### src/rtl/mult_seq_param.sv
// mult_seq_param: sequential shift-and-add multiplier for W-bit operands.
// Signed operands are multiplied as magnitudes and the sign is applied
// once to the final 2W-bit product. The result is held in DONE until the
// consumer acks or DONE_HOLD cycles elapse.
//
// Every register resets to zero and IDLE is encoded as zero, so a
// zero-initialised power-up state is identical to the reset state.
module mult_seq_param #(
  parameter int W         = 32,
  parameter int DONE_HOLD = 10
) (
  input  logic           clk,
  input  logic           rst,
  input  logic           init,
  input  logic           signed_mode,
  input  logic [W-1:0]   a,
  input  logic [W-1:0]   b,
  input  logic           ack,
  output logic           busy,
  output logic           done,
  output logic [2*W-1:0] p
);

  localparam int         PW   = 2 * W;
  localparam logic [7:0] HOLD = 8'(DONE_HOLD);

  typedef enum logic [2:0] {
    IDLE  = 3'd0,
    CHECK = 3'd1,
    ADD   = 3'd2,
    SHIFT = 3'd3,
    DONE  = 3'd4
  } state_t;

  state_t          state_q, state_d;
  logic [PW-1:0]   acc_q, acc_d;
  logic [PW-1:0]   mcand_q, mcand_d;
  logic [PW-1:0]   p_q, p_d;
  logic [W-1:0]    mplier_q, mplier_d;
  logic [W-1:0]    mplier_shr;
  logic            neg_q, neg_d;
  logic [7:0]      cnt_q, cnt_d;

  // Magnitude of an operand; in signed mode the most negative value maps
  // to 2^(W-1), which still fits as a W-bit unsigned number.
  function automatic logic [W-1:0] magnitude(input logic [W-1:0] x,
                                             input logic         sm);
    if (sm && x[W-1]) begin
      return (~x) + W'(1);
    end
    return x;
  endfunction

  // Two's-complement negation of a full-width product.
  function automatic logic [PW-1:0] negate_pw(input logic [PW-1:0] x);
    return (~x) + PW'(1);
  endfunction

  // Status outputs decode the state register only.
  assign busy = (state_q == CHECK) || (state_q == ADD) || (state_q == SHIFT);
  assign done = (state_q == DONE);
  assign p    = p_q;

  // Next-state and datapath update for the shift-and-add sequence.
  always_comb begin
    state_d    = state_q;
    acc_d      = acc_q;
    mcand_d    = mcand_q;
    mplier_d   = mplier_q;
    neg_d      = neg_q;
    p_d        = p_q;
    cnt_d      = cnt_q;
    mplier_shr = mplier_q >> 1;

    case (state_q)
      IDLE: begin
        if (init) begin
          acc_d    = '0;
          mcand_d  = {{W{1'b0}}, magnitude(a, signed_mode)};
          mplier_d = magnitude(b, signed_mode);
          neg_d    = signed_mode & (a[W-1] ^ b[W-1]);
          state_d  = CHECK;
        end
      end

      CHECK: begin
        state_d = mplier_q[0] ? ADD : SHIFT;
      end

      ADD: begin
        // acc never exceeds |a|*|b| < 2^(2W), so no carry out is lost.
        acc_d   = acc_q + mcand_q;
        state_d = SHIFT;
      end

      SHIFT: begin
        mcand_d  = mcand_q << 1;
        mplier_d = mplier_shr;
        if (mplier_shr == '0) begin
          p_d     = neg_q ? negate_pw(acc_q) : acc_q;
          cnt_d   = '0;
          state_d = DONE;
        end else begin
          state_d = CHECK;
        end
      end

      DONE: begin
        // cnt_d is the number of DONE cycles completed after this edge.
        cnt_d = cnt_q + 8'd1;
        if (ack || (cnt_d == HOLD)) begin
          state_d = IDLE;
        end
      end

      default: begin
        state_d = IDLE;
      end
    endcase
  end

  // State register.
  always_ff @(posedge clk) begin
    if (rst) begin
      state_q <= IDLE;
    end else begin
      state_q <= state_d;
    end
  end

  // Datapath and hold-counter registers; all cleared by reset.
  always_ff @(posedge clk) begin
    if (rst) begin
      acc_q    <= '0;
      mcand_q  <= '0;
      mplier_q <= '0;
      neg_q    <= 1'b0;
      p_q      <= '0;
      cnt_q    <= '0;
    end else begin
      acc_q    <= acc_d;
      mcand_q  <= mcand_d;
      mplier_q <= mplier_d;
      neg_q    <= neg_d;
      p_q      <= p_d;
      cnt_q    <= cnt_d;
    end
  end

endmodule

### config.mk
export PLATFORM = sky130hd
export DESIGN_NAME = mult_seq_param
export DESIGN_NICKNAME = d
export VERILOG_FILES = /design/src/rtl/mult_seq_param.sv
export SDC_FILE = /design/constraint.sdc
export NUM_CORES = 1
export LEC_CHECK = 0
export ABC_CLOCK_PERIOD_IN_PS = 5300
export CAP_MARGIN = 10
export CORE_MARGIN = 2
export CORE_UTILIZATION = 63
export DETAILED_ROUTE_END_ITERATION = 8
export GPL_TIMING_DRIVEN = 1
export PLACE_DENSITY = 0.84
export SKIP_CTS_REPAIR_TIMING = 1
export SYNTH_ARGS = -nofsm -noshare
export SYNTH_HDL_FRONTEND = slang
export SYNTH_SLANG_ARGS = --single-unit
### constraint.sdc
create_clock -name clk -period 5.3 [get_ports clk]
set_clock_uncertainty 0.2 [all_clocks]
set_input_delay 1.06 -clock clk [delete_from_list [all_inputs] [get_ports clk]]
set_output_delay 1.06 -clock clk [all_outputs]
set_load 0.02 [all_outputs]
==> results of run 1 <==
[power by group through the flow]
stage / sequential (mW) / clock, mW / combinational [mW]
after global routing: 1.91 / 1.96 / 0.830
after CTS: 1.90 / 1.89 / 0.755
after global placement: 1.94 / 0 / 0.738
final: 1.90 / 1.87 / 0.769
after detailed placement: 1.94 / 0 / 0.749
after floorplan: 1.92 / 0 / 0.506
[path summary, 6_finish.rpt]
kind | startpoint | to | slack (ns) | cells past startpoint
hold reg to reg | p[57]$_SDFFE_PP0P_ | p[57]$_SDFFE_PP0P_ | 0.25 | 2
hold / removal | p[57]$_SDFFE_PP0P_ | p[57]$_SDFFE_PP0P_ | 0.25 | 2
setup / recovery | acc_q[2]$_SDFFE_PP0P_ | p[62]$_SDFFE_PP0P_ | 1.10 | 9
setup reg to reg | acc_q[2]$_SDFFE_PP0P_ | p[62]$_SDFFE_PP0P_ | 1.10 | 9
[cells in the mapped netlist (35+ instances only)]
cell type,number
inv_1,35
a22oi_1,113
nor2_1,212
ha_1,68
nand2_1,220
a21oi_1,181
xor2_1,102
xnor2_1,67
o21ai_0,108
clkbuf_1,101
dfxtp_1,236
a211oi_1,57
[state kept, by name (all words and copies together), names as in the netlist]
register	flops
mcand_q	64
mplier_q	32
neg_q	1
state_q	3
p	64
cnt_q	8
acc_q	64
[layer usage]
layer | global-route usage (%) | routed length (um) | vias to the layer above
li1 | - | - | 7001
met1 | 46.4 | 18400 | 6861
met3 | 4.24 | 3340 | 83
met2 | 56.1 | 19500 | 623
met5 | 0 | 0 | -
met4 | 8.87 | 1060 | 0
[critical path, delay by kind of cell (launching register included)]
kind	cells	cell delay [ns]
AO/OA/AOI/OAI	3	0.65
flip-flops	1	0.38
AND/OR/NAND/NOR	6	2.89
[cell type report]
class | instances | area (um2)
clock buffer | 37 | 763
multi-input combinational | 1502 | 9390
timing repair buffer | 147 | 1440
clock inverter | 13 | 133
fill | 1838 | 5770
inverter | 35 | 131
tap | 285 | 357
sequential | 236 | 4730
[cell families (layout without fill, tap and decap cells)]
kind of cell    Yosys count  count (layout)  synth area share (%)
fa+ha+maj                69              69                  5.95
mux                       4               4                 0.291
flops                   236             236                  32.3
buf+inv                 147             232                  3.78
compound gates          622             622                  27.5
xor+xnor                169             169                  10.1
simple gates            638             638                  20.1
==> impl_metrics.toml, run 1 <==
[status]
status = "completed"

[die]
rows = 55
fp.dieW_um = 156
initial_core_util_pct = 64.5
io_pins = 135
coreArea_um2 = 22700
dieArea_um2 = 24500
die_h_um = 156

[routing]
routed_wl_um = 42300
first_pass_iters = 6
num_vias = 14600
routedWlPerCell_um = 18.8
drt_iter0_drc = 1426
ant_nets = 0
vias_per_cell = 6.46
drcViolationCount = 0

[worst_setup_path]
worstSetupPathType = "reg2reg"
arrival_ns = 4.46
crit_top_cell = "or3_1"
cp.required_ns = 5.56
critPathMaxFanout = 6
critical_path.max_stage_delay_ns = 0.73
start_kind = "flop"
cpMaxStageDelayCell = "nor4_1"
path_cells = "nor4_1 -> nand4b_1 -> or4_4 -> or3_1 -> or3_1 -> o31ai_2 -> and3_1 -> o21ai_0 -> a21oi_1"
critPathCaptureType = "flop"

[clocking]
path_clk_slew_ns = 0.06
cts-buffers-inserted = 27
clk_latency_ns = 0.55
h-tree-depth = 1
clkSinkCount = 236
cts_tree = "built"
cts_root_buf = "clkbuf_16"
clock_path_buffers = 3

[timing]
fmax_ghz = 0.238
hold_ws_ns = 0.249
worst_slack_ns = 1.10
finalCritPeriodShare_pct = 79.2
worst_pin_slew_ns = 1.17
setup_viol = 0
tns_ns = 0
rsz0062_at_grt = "no"
hold_viol_final = 0
slew_headroom_pct = 22.2
final-max-slew-violation-count = 0
fin_crit_ns = 4.20

[cells_and_area]
area_growth_pct = 15.7
final_cell_mix = "dfxtp_1, nand2_1, nor2_1, a21oi_1, clkdlybuf4s50_1"
nets = 2087
final_common_cell = "dfxtp_1"
n_antenna_cell = 0
drive_gt1_share_pct = 4.52
stdcell_count = 2255
fin_util_pct = 74.6
final_area_um2 = 16900

[power]
power.internal_mw = 3.22
p_sw_share_pct = 29.0
power.density_nw_per_um2 = 268
p_sw_mw = 1.32
seq_power_share_pct = 41.9
comb_power_share_pct = 16.9
p_clk_share_pct = 41.2
leakagePower_nw = 6.49
irDropWorstVdd_mv = 0.242
total_power_mw = 4.54

[yosys]
synth-main-ff-cell = "dfxtp_1"
synth_top_area_share_pct = 32.3
syn_area_um2 = 14600
synth_top_cell_by_area = "dfxtp_1"
ys_types = 64
seq_area_frac_synth_pct = 32.3
synth_nets = 2023
syn_avg_cell_area_um2 = 7.76
yosys-top-cells-area = "dfxtp_1, a21oi_1, xor2_1, ha_1, a22oi_1"
synth-seq-cells = 236
yosys_warnings = 0
synth_edf_count = 0
async_flop_share_pct = 0
syn_inst = 1885

[global_route]
antenna_found_initial = 0
grt_max_degree = 121
grt_pass1_wl_um = 67900
grt-ovfl-total = 0
grt_pass1_vias = 13200
track_usage_pct = 33.7

[placed_design]
place_congestion = 0.991
placed_cells = 2205
portBuffers = 134
place_area_um2 = 16000
place_hpwl_um = 29900
post-place-ws_ns = 0.994

[min_path]
hp-class = "reg2reg"

[flow_run]
drv_cap = 0
No activity file was read; power rests on OpenSTA's default activity.
==> inputs of run 2 (changes only) <==
Settings changed: ABC_CLOCK_PERIOD_IN_PS 5300 to 4000, CORE_UTILIZATION 63 to 59, PLACE_DENSITY 0.84 to 0.8.
Clock period 5.3 ns to 4 ns, I/O delays scaled along.
==> run 2 against run 1 <==
Via count up 0.35%. Setup slack worse by 0.95 ns. Maximum frequency up 9.1%. Global-route usage down 1.8 points. Count of clock-buffer cells in the layout up 3. Sequential power up 33%. Flip-flop and latch count unchanged. Wire length up 0.99%. Sequential share of layout area down 0.47 points.
==> impl_metrics.toml, run 2 (synthesized netlist as in run 1, its figures left out) <==
[global_route]
track_usage_pct = 31.9
grt-ovfl-total = 0
grt_pass1_vias = 13300
grt_max_degree = 97
grt_pass1_wl_um = 69000
antenna_found_initial = 0

[worst_setup_path]
cp.required_ns = 4.18
path_cells = "ha_1 -> inv_1 -> fa_1 -> nor2b_1 -> o2111ai_1 -> a2111oi_2 -> buf_4 -> nor4_1 -> nor3_1 -> buf_4 -> nor4b_1 -> nor3_1 -> buf_4 -> a31oi_1 -> xnor2_1 -> o21ai_0"
worstSetupPathType = "reg2reg"
critical_path.max_stage_delay_ns = 0.46
crit_start = "mcand_q[0]$_SDFFE_PP0P_"
cp_num_buf_inv = 4
crit_top_cell = "buf_4"
cpMaxStageDelayCell = "nor4_1"
arrival_ns = 4.03
r2r_cells = 16
critPathMaxFanout = 3
path_delay_family = "simple AND/OR/NAND/NOR gates"
cp.depth = 16
start_kind = "flop"
critPathCaptureType = "flop"
timing.rr.start = "mcand_q[0]$_SDFFE_PP0P_"

[clocking]
clock_path_buffers = 3
cts-buffers-inserted = 26
clkSinkCount = 236
cts_root_buf = "clkbuf_16"
cts_tree = "built"
path_clk_slew_ns = 0.06
h-tree-depth = 1
clk_latency_ns = 0.54

[timing]
slew_headroom_pct = 42.6
setup_viol = 0
worst_pin_slew_ns = 0.859
finalCritPeriodShare_pct = 96.2
fmax_ghz = 0.260
worst_slack_ns = 0.152
hold_viol_final = 0
tns_ns = 0
fin_crit_ns = 3.85
final-max-slew-violation-count = 0
hold_ws_ns = 0.250
rsz0062_at_grt = "no"

[power]
irDropWorstVdd_mv = 0.355
leakagePower_nw = 6.64
seq_power_share_pct = 42.4
comb_power_share_pct = 17.8
p_sw_share_pct = 28.8
total_power_mw = 5.93
p_clk_share_pct = 39.8
p_sw_mw = 1.71
power.density_nw_per_um2 = 344
power.internal_mw = 4.22

[placed_design]
place_congestion = 1.05
post-place-ws_ns = 0.151
portBuffers = 134
placed_cells = 2279
place_hpwl_um = 31000

[die]
fp.dieW_um = 162
coreArea_um2 = 24300
initial_core_util_pct = 60.2
dieArea_um2 = 26100
rows = 57
io_pins = 135
die_h_um = 162

[routing]
ant_nets = 0
num_vias = 14600
routedWlPerCell_um = 18.4
drcViolationCount = 0
first_pass_iters = 6
drt_iter0_drc = 1255
routed_wl_um = 42800
vias_per_cell = 6.29

[cells_and_area]
fillers = 2088
drive_gt1_share_pct = 6.05
n_antenna_cell = 0
area_growth_pct = 17.7
nets = 2121
final_common_cell = "dfxtp_1"
final_cell_mix = "dfxtp_1, nand2_1, nor2_1, a21oi_1, clkdlybuf4s50_1"
stdcell_count = 2325

[flow_run]
drv_cap = 0

[min_path]
hold_start = "p[54]$_SDFFE_PP0P_"
hp-class = "reg2reg"
worst_hold_path.num_cells = 2

[status]
status = "completed"
==> run 2: cell count changes in the layout (fill, tap and decap cells not counted), sizes merged <==
cell | before | now
inv | 37 | 35
clkbuf | 37 | 40
bufinv | 2 | 1
buf | 14 | 49
clkinv | 8 | 4
==> run 2: routing by layer <==
layer	share of wire, %	up-vias	GRT usage, %
met4	3.0	0	9.21
met2	44	584	50.5
met3	6.9	88	3.65
met5	0	-	0
met1	46	6860	45.8
li1	-	7087	-
==> run 2: stage by stage <==
step	utilization [%]	instance area, um2
floorplan	-	14600
global placement	67.4	16400
detailed placement	67.4	16400
CTS	70.8	17200
global route	70.8	17200
finish	70.8	17200
==> run 2: power by group through the flow <==
stage | registers (mW) | logic (mW) | clock network [mW]
after CTS | 2.52 | 1.03 | 2.38
after detailed placement | 2.57 | 1.03 | 0
after global placement | 2.56 | 1.01 | 0
after floorplan | 2.54 | 0.670 | 0
final | 2.52 | 1.05 | 2.36
after global routing | 2.53 | 1.15 | 2.47
==> run 2: cell type report <==
class / instances / area [um2] / share of cell area, %
clock buffers: 40 / 774 / 4.49
clock inverters: 6 / 57.6 / 0.334
inverters: 35 / 131 / 0.762
multi-input cells: 1502 / 9410 / 54.6
flip-flops and latches: 236 / 4730 / 27.4
well taps: 324 / 405 / 2.35
repair buffers: 182 / 1730 / 10.0
==> run 2: final timing paths <==
| check | to | slack [ns] |
|---|---|---|
| hold / removal | p[54]$_SDFFE_PP0P_ | 0.25 |
| setup / recovery | acc_q[54]$_SDFFE_PP0P_ | 0.15 |
| hold reg to reg | p[54]$_SDFFE_PP0P_ | 0.25 |
| setup reg to reg | acc_q[54]$_SDFFE_PP0P_ | 0.15 |
==> run 2: worst min-delay path: cells and delay by family, from the launching register on <==
family	cells	cell delay (ns)
AND/OR/NAND/NOR	1	0.05
flip-flops	1	0.31
AO/OA/AOI/OAI	1	0.05
==> inputs of run 3 (changes only) <==
Settings changed: CAP_MARGIN 10 to 20.
==> results of run 3 <==
Same layout as run 2: the final DEF is identical, and so are final timing and power.
